File: src/rtl/spare_remap_ctrl.sv
// spare_remap_ctrl: repair table for faulty 128-byte blocks and request
// translation onto the 25-bank spare SRAM array.
// Fault handshake: a report transfers on a rising CLK edge where
// FAULT_VLD & FAULT_RDY are both 1; FAULT_VLD may drop without a transfer,
// and FAULT_RDY never depends on FAULT_VLD.
module spare_remap_ctrl #(
  parameter int ADDR_W = 15,
  parameter int NSPARE = 25
) (
  input  logic              CLK,
  input  logic              RSTN,
  input  logic              CLR_TABLE,
  input  logic              FAULT_VLD,
  input  logic [ADDR_W-1:0] FAULT_ADDR,
  output logic              FAULT_RDY,
  input  logic              REQ_VLD,
  input  logic [ADDR_W-1:0] REQ_ADDR,
  input  logic              REQ_WEB,
  input  logic [7:0]        REQ_IDATA,
  output logic              SPARE_HIT,
  output logic              RD_SPARE_VLD,
  output logic [4:0]        USED_CNT,
  output logic              REPAIR_FAIL,
  output logic [6:0]        MEM_ADDR,
  output logic              MEM_WEB,
  output logic [NSPARE-1:0] MEM_CSB,
  output logic [NSPARE-1:0] MEM_OEB,
  output logic [7:0]        MEM_IDATA,
  output logic [4:0]        MEM_ODATA_SELECT,
  output logic              dbg_state
);

  localparam int BLK_W = ADDR_W - 7;
  localparam int SEL_W = 5;
  localparam logic [NSPARE-1:0] ONE_HOT0 = {{(NSPARE-1){1'b0}}, 1'b1};

  typedef enum logic {S_IDLE = 1'b0, S_CHECK = 1'b1} state_t;

  state_t             state, state_nxt;
  logic               armed;
  logic [BLK_W-1:0]   fault_blk;
  logic [BLK_W-1:0]   tab_blk [NSPARE];
  logic [NSPARE-1:0]  tab_vld;
  logic               chk_match, chk_write, chk_fail, table_full;
  logic               req_match, issue_hit;
  logic [SEL_W-1:0]   req_idx, issue_idx;
  logic               issue_rd;
  logic               fault_acc;
  logic               unused_ok;

  // Offset bits of a fault report are irrelevant: repair granularity is a block.
  assign unused_ok  = ^FAULT_ADDR[6:0];
  assign fault_acc  = FAULT_VLD & FAULT_RDY;
  assign table_full = (USED_CNT == SEL_W'(NSPARE));
  assign issue_hit  = REQ_VLD & req_match;
  // A read is in its data stage exactly when the previous issue was a read hit.
  assign issue_rd   = SPARE_HIT & MEM_WEB;

  // Compare the latched fault block against every allocated entry.
  always_comb begin
    chk_match = 1'b0;
    for (int i = 0; i < NSPARE; i++) begin
      if (tab_vld[i] && (tab_blk[i] == fault_blk)) chk_match = 1'b1;
    end
  end

  // Request lookup; entries are unique so at most one index matches.
  always_comb begin
    req_match = 1'b0;
    req_idx   = '0;
    for (int i = 0; i < NSPARE; i++) begin
      if (tab_vld[i] && (tab_blk[i] == REQ_ADDR[ADDR_W-1:7])) begin
        req_match = 1'b1;
        req_idx   = SEL_W'(i);
      end
    end
  end

  // Fault FSM state register; armed keeps FAULT_RDY low until the first edge after reset.
  always_ff @(posedge CLK or negedge RSTN) begin
    if (!RSTN) begin
      state <= S_IDLE;
      armed <= 1'b0;
    end else begin
      state <= state_nxt;
      armed <= 1'b1;
    end
  end

  // Fault FSM next state; a table clear abandons any report in flight.
  always_comb begin
    state_nxt = state;
    case (state)
      S_IDLE:  if (fault_acc) state_nxt = S_CHECK;
      S_CHECK: state_nxt = S_IDLE;
      default: state_nxt = S_IDLE;
    endcase
    if (CLR_TABLE) state_nxt = S_IDLE;
  end

  // Fault FSM outputs: ready in IDLE, table update decisions in CHECK.
  always_comb begin
    FAULT_RDY = armed & (state == S_IDLE);
    dbg_state = state;
    chk_write = (state == S_CHECK) & ~CLR_TABLE & ~chk_match & ~table_full;
    chk_fail  = (state == S_CHECK) & ~CLR_TABLE & ~chk_match &  table_full;
  end

  // Latch the block of an accepted report for the CHECK cycle.
  always_ff @(posedge CLK or negedge RSTN) begin
    if (!RSTN)          fault_blk <= '0;
    else if (fault_acc) fault_blk <= FAULT_ADDR[ADDR_W-1:7];
  end

  // Repair table, allocation counter and sticky overflow flag.
  always_ff @(posedge CLK or negedge RSTN) begin
    if (!RSTN) begin
      tab_vld     <= '0;
      USED_CNT    <= '0;
      REPAIR_FAIL <= 1'b0;
      for (int i = 0; i < NSPARE; i++) tab_blk[i] <= '0;
    end else if (CLR_TABLE) begin
      tab_vld     <= '0;
      USED_CNT    <= '0;
      REPAIR_FAIL <= 1'b0;
    end else if (chk_write) begin
      tab_vld[USED_CNT] <= 1'b1;
      tab_blk[USED_CNT] <= fault_blk;
      USED_CNT          <= USED_CNT + 1'b1;
    end else if (chk_fail) begin
      REPAIR_FAIL <= 1'b1;
    end
  end

  // Issue stage: chip-select, address, write data for a hit; idle strobes otherwise.
  always_ff @(posedge CLK or negedge RSTN) begin
    if (!RSTN) begin
      MEM_CSB   <= '1;
      MEM_WEB   <= 1'b1;
      MEM_ADDR  <= '0;
      MEM_IDATA <= '0;
      SPARE_HIT <= 1'b0;
      issue_idx <= '0;
    end else if (issue_hit) begin
      MEM_CSB   <= ~(ONE_HOT0 << req_idx);
      MEM_WEB   <= REQ_WEB;
      MEM_ADDR  <= REQ_ADDR[6:0];
      MEM_IDATA <= REQ_IDATA;
      SPARE_HIT <= 1'b1;
      issue_idx <= req_idx;
    end else begin
      MEM_CSB   <= '1;
      MEM_WEB   <= 1'b1;
      SPARE_HIT <= 1'b0;
    end
  end

  // Data stage: output enable and read-mux select one cycle after a read issue.
  always_ff @(posedge CLK or negedge RSTN) begin
    if (!RSTN) begin
      MEM_OEB          <= '1;
      MEM_ODATA_SELECT <= '0;
      RD_SPARE_VLD     <= 1'b0;
    end else if (issue_rd) begin
      MEM_OEB          <= ~(ONE_HOT0 << issue_idx);
      MEM_ODATA_SELECT <= issue_idx;
      RD_SPARE_VLD     <= 1'b1;
    end else begin
      MEM_OEB          <= '1;
      RD_SPARE_VLD     <= 1'b0;
    end
  end

endmodule

File: config.mk
export PLATFORM = sky130hd
export DESIGN_NAME = spare_remap_ctrl
export DESIGN_NICKNAME = d
export VERILOG_FILES = /design/src/rtl/spare_remap_ctrl.sv
export SDC_FILE = /design/constraint.sdc
export NUM_CORES = 1
export LEC_CHECK = 0
export BUFFER_PORTS_ARGS = -buffer_cell sky130_fd_sc_hd__buf_2
export CORE_UTILIZATION = 61
export CTS_CLUSTER_SIZE = 8
export DETAILED_ROUTE_END_ITERATION = 8
export PLACE_DENSITY_LB_ADDON = 0.05
export SYNTH_ARGS = -nofsm -noshare
export SYNTH_HDL_FRONTEND = slang
export SYNTH_SLANG_ARGS = --single-unit
File: constraint.sdc
create_clock -name CLK -period 3.65 [get_ports CLK]
set_input_delay 0 -clock CLK [delete_from_list [all_inputs] [get_ports CLK]]
set_output_delay 0 -clock CLK [all_outputs]
set_load 0.01 [all_outputs]
==> results of run 1 <==
==> registers in the layout, summed over array words and instances, names as in the netlist <==
name              flops
fault_blk             8
issue_idx             5
tab_vld              25
MEM_IDATA             8
USED_CNT              5
MEM_OEB              25
tab_blk             200
dbg_state             1
MEM_ADDR              7
RD_SPARE_VLD          1
MEM_CSB              25
SPARE_HIT             1
MEM_WEB               1
REPAIR_FAIL           1
armed                 1
MEM_ODATA_SELECT      5
==> stage by stage <==
| stage | hold slack, ns | total power (uW) |
|---|---|---|
| 6_report | 0.122 | 8720 |
| 5_1_grt | 0.128 | 9050 |
| 4_1_cts | 0.0892 | 8800 |
| 3_5_place_dp | 0.174 | 4970 |
| 3_3_place_gp | 0.175 | 4950 |
| 2_1_floorplan | -0.296 | 4560 |
==> cells in the final DEF, fill, tap and decap left out, types with 27 or more instances in the layout <==
cell type	count
sky130_fd_sc_hd__xnor2_1	224
sky130_fd_sc_hd__nor4_1	32
sky130_fd_sc_hd__nor3_1	54
sky130_fd_sc_hd__dlygate4sd3_1	27
sky130_fd_sc_hd__nand4_1	56
sky130_fd_sc_hd__dfstp_2	51
sky130_fd_sc_hd__buf_2	116
sky130_fd_sc_hd__buf_4	80
sky130_fd_sc_hd__nand2_1	75
sky130_fd_sc_hd__mux2_2	80
sky130_fd_sc_hd__nand3_1	36
sky130_fd_sc_hd__dfrtp_1	260
sky130_fd_sc_hd__xor2_1	178
sky130_fd_sc_hd__clkbuf_16	47
sky130_fd_sc_hd__mux2_1	147
==> cell type report <==
class / count / area (sq um)
tap: 378 / 473
clock buffer: 68 / 1250
inverter: 9 / 33.8
clock inverter: 1 / 8.76
timing repair buffer: 237 / 1730
multi-input combinational: 1047 / 8580
fill: 1988 / 7730
sequential: 319 / 8060
==> synthesized netlist by cell type, types with 2 or more instances <==
master	n	area (sq um)
sky130_fd_sc_hd__dfrtp_1	268	6710
sky130_fd_sc_hd__xnor2_1	224	1960
sky130_fd_sc_hd__xor2_1	178	1560
sky130_fd_sc_hd__mux2_1	147	1660
sky130_fd_sc_hd__mux2_2	80	901
sky130_fd_sc_hd__nand2_1	75	282
sky130_fd_sc_hd__buf_4	56	420
sky130_fd_sc_hd__nand4_1	56	350
sky130_fd_sc_hd__nor3_1	54	270
sky130_fd_sc_hd__dfstp_2	51	1340
sky130_fd_sc_hd__nand3_1	36	180
sky130_fd_sc_hd__nor4_1	32	200
sky130_fd_sc_hd__nor2_1	24	90.1
sky130_fd_sc_hd__buf_2	23	115
sky130_fd_sc_hd__and3_1	20	125
sky130_fd_sc_hd__o21ba_2	17	170
sky130_fd_sc_hd__clkbuf_1	16	60.1
sky130_fd_sc_hd__and2_1	9	56.3
sky130_fd_sc_hd__buf_1	9	33.8
sky130_fd_sc_hd__inv_1	9	33.8
sky130_fd_sc_hd__buf_6	7	78.8
sky130_fd_sc_hd__nand3b_1	7	52.6
sky130_fd_sc_hd__or3_1	7	43.8
sky130_fd_sc_hd__o21ba_1	6	60.1
sky130_fd_sc_hd__a21oi_1	5	25.0
sky130_fd_sc_hd__o21ai_0	5	25.0
sky130_fd_sc_hd__and3b_1	4	35.0
sky130_fd_sc_hd__and4_1	4	35.0
sky130_fd_sc_hd__ha_1	4	50.1
sky130_fd_sc_hd__nand2b_1	4	25.0
sky130_fd_sc_hd__nor2b_1	4	25.0
sky130_fd_sc_hd__o211ai_1	4	30.0
sky130_fd_sc_hd__a211oi_1	3	22.5
sky130_fd_sc_hd__nor3b_1	3	22.5
sky130_fd_sc_hd__a311o_1	2	20.0
sky130_fd_sc_hd__mux2i_1	2	20.0
sky130_fd_sc_hd__nand4b_1	2	17.5
sky130_fd_sc_hd__nor2_4	2	22.5
sky130_fd_sc_hd__nor3_2	2	20.0
sky130_fd_sc_hd__o31ai_1	2	15.0
sky130_fd_sc_hd__or2_1	2	12.5
==> layer usage <==
metal	share of wire (%)	track usage (%)	routed length, um	up-vias
met5	0	0	0	-
met1	45	40.3	18800	5901
met2	49	51.0	20500	293
li1	-	-	-	5423
met4	2.4	8.38	1010	0
met3	4.1	3.03	1740	82
==> path summary, 6_finish.rpt <==
check,startpoint,slack (ns),end
hold / removal,CLR_TABLE,0.12,USED_CNT[2]
setup / recovery,fault_blk[0],0.27,tab_blk[180]
min in group asynchronous,RSTN,0.18,tab_blk[69]
hold reg to reg,MEM_IDATA[2],0.49,MEM_IDATA[2]
max in group asynchronous,RSTN,2.53,MEM_CSB[2]
setup reg to reg,fault_blk[0],0.27,tab_blk[180]
==> power breakdown <==
part,internal [uW],leakage [uW],switching (uW)
combinational,523,0.00458,671
clock,2330,0.000609,1450
sequential,3610,0.00424,141
==> cells by family (layout without fill, tap and decap cells) <==
group	count (synthesis)	count (layout)	synth area share [%]
fa+ha+maj	4	4	0.288
xor+xnor	402	402	20.3
flops	319	319	46.3
other cells	1	1	0.0216
simple gates	353	353	11.1
compound gates	58	58	2.85
mux	229	229	14.8
buf+inv	120	315	4.27
==> worst max-delay path: stages (launching register included) <==
cell                       delay (ns)
sky130_fd_sc_hd__dfrtp_2         0.57
sky130_fd_sc_hd__buf_4           0.36
sky130_fd_sc_hd__xor2_1          0.22
sky130_fd_sc_hd__nor4_1          0.09
sky130_fd_sc_hd__a31oi_1         0.28
sky130_fd_sc_hd__nand4b_1        0.33
sky130_fd_sc_hd__nor3_2          0.28
sky130_fd_sc_hd__buf_4           0.23
sky130_fd_sc_hd__and3_1          0.49
sky130_fd_sc_hd__mux2_1          0.37
==> summary.txt, run 1 <==
====================================================================================
Outcome                                                                 finished, final reports clean
Final slew viol count                                                              0
Final Wtd Congestion                                                           0.834
Total power per unit cell area                                           433 mW/mm^2
P&R area growth vs syn                                                         15.9%
Number of global-route vias before repair                                      11.7k
Worst R2R Path Depth                                                               9
Initial DRC count                                                                844
Gr ovfl total                                                                      0
Number of nets with antenna violations after detailed routing                      0
Antenna violations before repair                                                   0
Share of post-route cells with drive strength above 1                          25.2%
Clock slew at reported path FFs                                              0.05 ns
Register bit count reported by yosys                                             319
Overall fraction of global-route tracks in use                                 29.8%
Total routed wirelength                                                     42000 um
Min-delay worst type                                                       in -> reg
Residual DRC                                                                       0
Max rail drop VDD                                                           0.358 mV
Minimum setup slack after placement                                         0.323 ns
Proportion of synthesized flip-flops having asynchronous set or reset           100%
Total number of nets in the final design                                        1707
Largest driver fanout on the critical path                                        17
Post-CTS repair timing setup buffer count                                          0
Number of cells produced by synthesis                                           1486
Global-route wire length before repair                                      66200 um
Total instance count after detailed placement                                   1963
Core Rows                                                                         61
Count of non-filler cells in the finished layout                                2059
Die footprint                                                           0.0291 sq mm
Startpoint kind of the worst setup timing path                                  flop
Hold violation count in the final report                                           0
Count of clock tree sinks                                                        319
Average wire per cell in the routed design                                   20.4 um
Leakage                                                                   0.00943 uW
Boundary Pins                                                                    125
Latest clock arrival within the worst-skew pair                              0.54 ns
Syn_nets                                                                        1534
Slew at the pin closest to its max-slew limit                               0.971 ns
Final worst-path setup slack                                                0.265 ns
Number of buffers created by CTS                                                  45
Required time at the worst-slack endpoint                                    4.05 ns
Initial Util                                                                   62.3%
Critical path start-end classification                                    reg -> reg
Synthesized area per cell                                                 11.7 sq um
Post-Route Utilization                                                         72.3%
Maximum clock insertion buffer count                                               3
Largest net degree at the start of global routing                                126
Achievable clock frequency                                                   295 MHz
Number of vias per cell after detailed routing                                  5.68
DP Area                                                                 0.0186 sq mm
Hold Path Stages                                                                   3
Number of vias after detailed routing                                          11.7k
Number of buffers inserted by port buffering                                     117
Cell area after synthesis                                               0.0174 sq mm
Post-layout min period                                                       3.38 ns
Max-cap violation count                                                            0
Count of flip-flops with a built-in enable after synthesis                         0
Slew margin rel.                                                               35.3%
Die Width                                                                     171 um
Final period util                                                              92.7%
Die outline height                                                            171 um
Number of hold buffers added after CTS                                            27
RSZ-0062 raised after global routing                                           false
Sequential fraction of the synthesis area                                      46.3%
Crit path DAT                                                                3.79 ns
Setup crit end kind                                                             flop
Final setup violating endpoints                                                    0
Core area                                                               0.0279 sq mm
Iteration count of the initial detailed-routing pass                               5
HPWL reported at the end of detailed placement                              28600 um
TritonCTS clock tree                                                            done
Final non-filler cell area                                              0.0201 sq mm
Ys Warns                                                                           0
H-tree depth reported by CTS                                                       2
Setup Total Neg Slack                                                           0 ns
Count of cells resized by post-cts repair                                          0
Commonest register cell after synthesis                                 sky130_fd_sc_hd__dfrtp_1
Post-synth cell types                                                             62
Clock skew                                                                 0.0169 ns
Inserted Diodes                                                                    0
Root Driver                                                             sky130_fd_sc_hd__clkbuf_16
====================================================================================
(Power assumes the default switching activity.)
==> inputs of run 2 (changes only) <==
- CORE_UTILIZATION: 61 -> 49
==> run 2 against run 1 <==
  * Clock-buffer cell count up 1
  * Power up 1.3%
  * Flip-flop and latch count unchanged
  * Utilization down 14 points
  * Hold slack worse by 0.097 ns
==> summary.txt, run 2 (synthesized netlist as in run 1, its figures left out) <==
=====================================================================================
Outcome                                                                  finished, final reports clean   unchanged
Register with the most flip-flops                                             tab_blk   unchanged
Min-delay worst type                                                      in -> async   was in -> reg
Number of buffers inserted by port buffering                                      117   unchanged
Setup Total Neg Slack                                                            0 ns   unchanged
Total power per unit cell area                                            434 mW/mm^2   was 433 mW/mm^2
Maximum clock insertion buffer count                                                3   unchanged
Switching power share of the total                                              27.0%   was 26.0%
Startpoint kind of the worst setup timing path                                   flop   unchanged
Master of the slowest instance on the critical path                      sky130_fd_sc_hd__dfrtp_2   unchanged
Latest clock arrival within the worst-skew pair                               0.56 ns   was 0.54 ns
Slew at the pin closest to its max-slew limit                                0.965 ns   was 0.971 ns
Die Width                                                                      190 um   was 171 um
Filler cells                                                                     2913   was 1988
Clock slew at reported path FFs                                               0.05 ns   about the same
End of the critical path                                                 tab_blk[106]   was tab_blk[180]
Leading cell types in the layout, fill and taps excluded                 260 x sky130_fd_sc_hd__dfrtp_1, 224 x sky130_fd_sc_hd__xnor2_1, 178 x sky130_fd_sc_hd__xor2_1, 147 x sky130_fd_sc_hd__mux2_1, 116 x sky130_fd_sc_hd__buf_2   unchanged
Largest driver fanout on the critical path                                         17   unchanged
P&R area growth vs syn                                                          17.3%   was 15.9%
Most frequent standard cell in the layout excluding fill and tap cells   sky130_fd_sc_hd__dfrtp_1   unchanged
Comb pwr share                                                                  13.4%   was 13.7%
HPWL reported at the end of detailed placement                               29900 um   was 28600 um
End of the worst register-to-register path                               tab_blk[106]   was tab_blk[180]
Hold violation count in the final report                                            0   unchanged
Largest net degree at the start of global routing                                  87   was 126
CP max stage delay                                                            0.68 ns   was 0.57 ns
Register share of total power                                                   42.6%   was 43.0%
Final slew viol count                                                               0   unchanged
Number of vias after detailed routing                                           11.6k   was 11.7k
Critical path start-end classification                                     reg -> reg   unchanged
Net load switching power                                                      2380 uW   was 2270 uW
Number of buffers created by CTS                                                   46   was 45
Max-cap violation count                                                             0   unchanged
Antenna violations before repair                                                    0   unchanged
Initial DRC count                                                                 552   was 844
Slew margin rel.                                                                35.7%   was 35.3%
RSZ-0062 raised after global routing                                            false   unchanged
Post-layout min period                                                        3.36 ns   was 3.38 ns
Critical path cell sequence                                              buf_4 > xor2_1 > nor4_1 > nand4_1 > nand4_1 > nand4b_1 > nor3_2 > buf_4 > and2_1 > mux2_2   was buf_4 > xor2_1 > nor4_1 > a31oi_1 > nand4b_1 > nor3_2 > buf_4 > and3_1 > mux2_1
Number of global-route vias before repair                                       12.0k   was 11.7k
Die outline height                                                             190 um   was 171 um
Clock skew                                                                  0.0171 ns   was 0.0169 ns
Worst R2R Path Depth                                                               10   was 9
Core Rows                                                                          68   was 61
Total routed wirelength                                                      44400 um   was 42000 um
Inserted Diodes                                                                     0   unchanged
Overall fraction of global-route tracks in use                                  25.4%   was 29.8%
Final setup violating endpoints                                                     0   unchanged
Boundary Pins                                                                     125   unchanged
Number of nets with antenna violations after detailed routing                       0   unchanged
Required time at the worst-slack endpoint                                     4.10 ns   was 4.05 ns
Die footprint                                                            0.0362 sq mm   was 0.0291 sq mm
Achievable clock frequency                                                    298 MHz   was 295 MHz
Final Wtd Congestion                                                            0.819   was 0.834
Average wire per cell in the routed design                                    20.8 um   was 20.4 um
TritonCTS clock tree                                                             done   unchanged
Total number of nets in the final design                                         1696   was 1707
Max rail drop VDD                                                            0.423 mV   was 0.358 mV
Leakage                                                                    0.00943 uW   about the same
Critical path startpoint                                                 fault_blk[5]   was fault_blk[0]
Clock power share                                                               44.1%   was 43.3%
Post-Route Utilization                                                          58.7%   was 72.3%
Crit path DAT                                                                 3.80 ns   was 3.79 ns
Worst reg2reg path startpoint                                            fault_blk[5]   was fault_blk[0]
Initial Util                                                                    50.0%   was 62.3%
Number of vias per cell after detailed routing                                   5.46   was 5.68
Iteration count of the initial detailed-routing pass                                5   unchanged
Share of post-route cells with drive strength above 1                           24.7%   was 25.2%
Final period util                                                               92.0%   was 92.7%
Setup crit end kind                                                              flop   unchanged
Internal power                                                                6450 uW   was 6460 uW
Register-to-Register Setup Slack                                              0.29 ns   was 0.27 ns
Max FFs per register                                                              200   unchanged
Root Driver                                                              sky130_fd_sc_hd__clkbuf_16   unchanged
Core area                                                                0.0347 sq mm   was 0.0279 sq mm
Global-route wire length before repair                                       69900 um   was 66200 um
Count of clock tree sinks                                                         319   unchanged
H-tree depth reported by CTS                                                        2   unchanged
Gr ovfl total                                                                       0   unchanged
Residual DRC                                                                        0   unchanged
=====================================================================================
## run 2: worst min-delay path by stage
stage	start	end	slack, ns
finish	RSTN	tab_blk[6]	0.02
global route	CLR_TABLE	USED_CNT[2]	0.06
CTS	CLR_TABLE	USED_CNT[2]	0.04
detailed placement	RSTN	tab_blk[6]	0.06
global placement	RSTN	tab_blk[7]	0.06
floorplan	RSTN	MEM_ADDR[0]	-0.30
## run 2: metal layers
metal,GRT usage [%],wire length [um],vias up
met2,41.9,21200,282
met5,0,0,-
met3,3.66,1980,60
met4,7.23,812,0
met1,34.8,20400,5874
li1,-,-,5407
## run 2: cell type report
type,count,area [sq um],area share [%]
Clock buffer,69,1250,6.13
Clock inverter,4,41.3,0.203
Inverter,9,33.8,0.166
Multi-Input combinational cell,1047,8580,42.1
Sequential cell,319,8060,39.6
Tap cell,455,569,2.80
Timing Repair Buffer,225,1840,9.02
## run 2: critical path, delay by kind of cell, from the launching register on
kind / cells / cell delay [ns]
XOR/XNOR: 1 / 0.17
multiplexers: 1 / 0.39
flip-flops: 1 / 0.68
buffers and inverters: 2 / 0.58
AND/OR/NAND/NOR: 6 / 1.40
## run 2: metrics by stage
step | instances | worst slack [ns] | power, uW | hold WS (ns) | area, sq um
after floorplan | 1486 | 1.08 | 4560 | -0.296 | 17400
after global placement | 2028 | 0.314 | 4980 | 0.0648 | 18800
after detailed placement | 2028 | 0.302 | 4980 | 0.0626 | 18800
after CTS | 2128 | 0.279 | 8950 | 0.0401 | 20400
after global routing | 2128 | 0.0611 | 9210 | 0.0569 | 20400
final | 2128 | 0.293 | 8830 | 0.0243 | 20400
## run 2: repair_timing
action / in CTS / in global routing
gates resized for setup: 0 / 0
hold endpoints to repair: 120 / 0
setup buffers: 0 / 0
hold buffers: 27 / 0
## run 2: power by group through the flow
| stage | clock [uW] | sequential (uW) | combinational [uW] |
|---|---|---|---|
| 3_3_place_gp | 0 | 3820 | 1160 |
| 3_5_place_dp | 0 | 3820 | 1160 |
| 5_1_grt | 4150 | 3770 | 1290 |
| 4_1_cts | 4000 | 3760 | 1190 |
| 2_1_floorplan | 0 | 3700 | 861 |
| 6_report | 3890 | 3760 | 1180 |
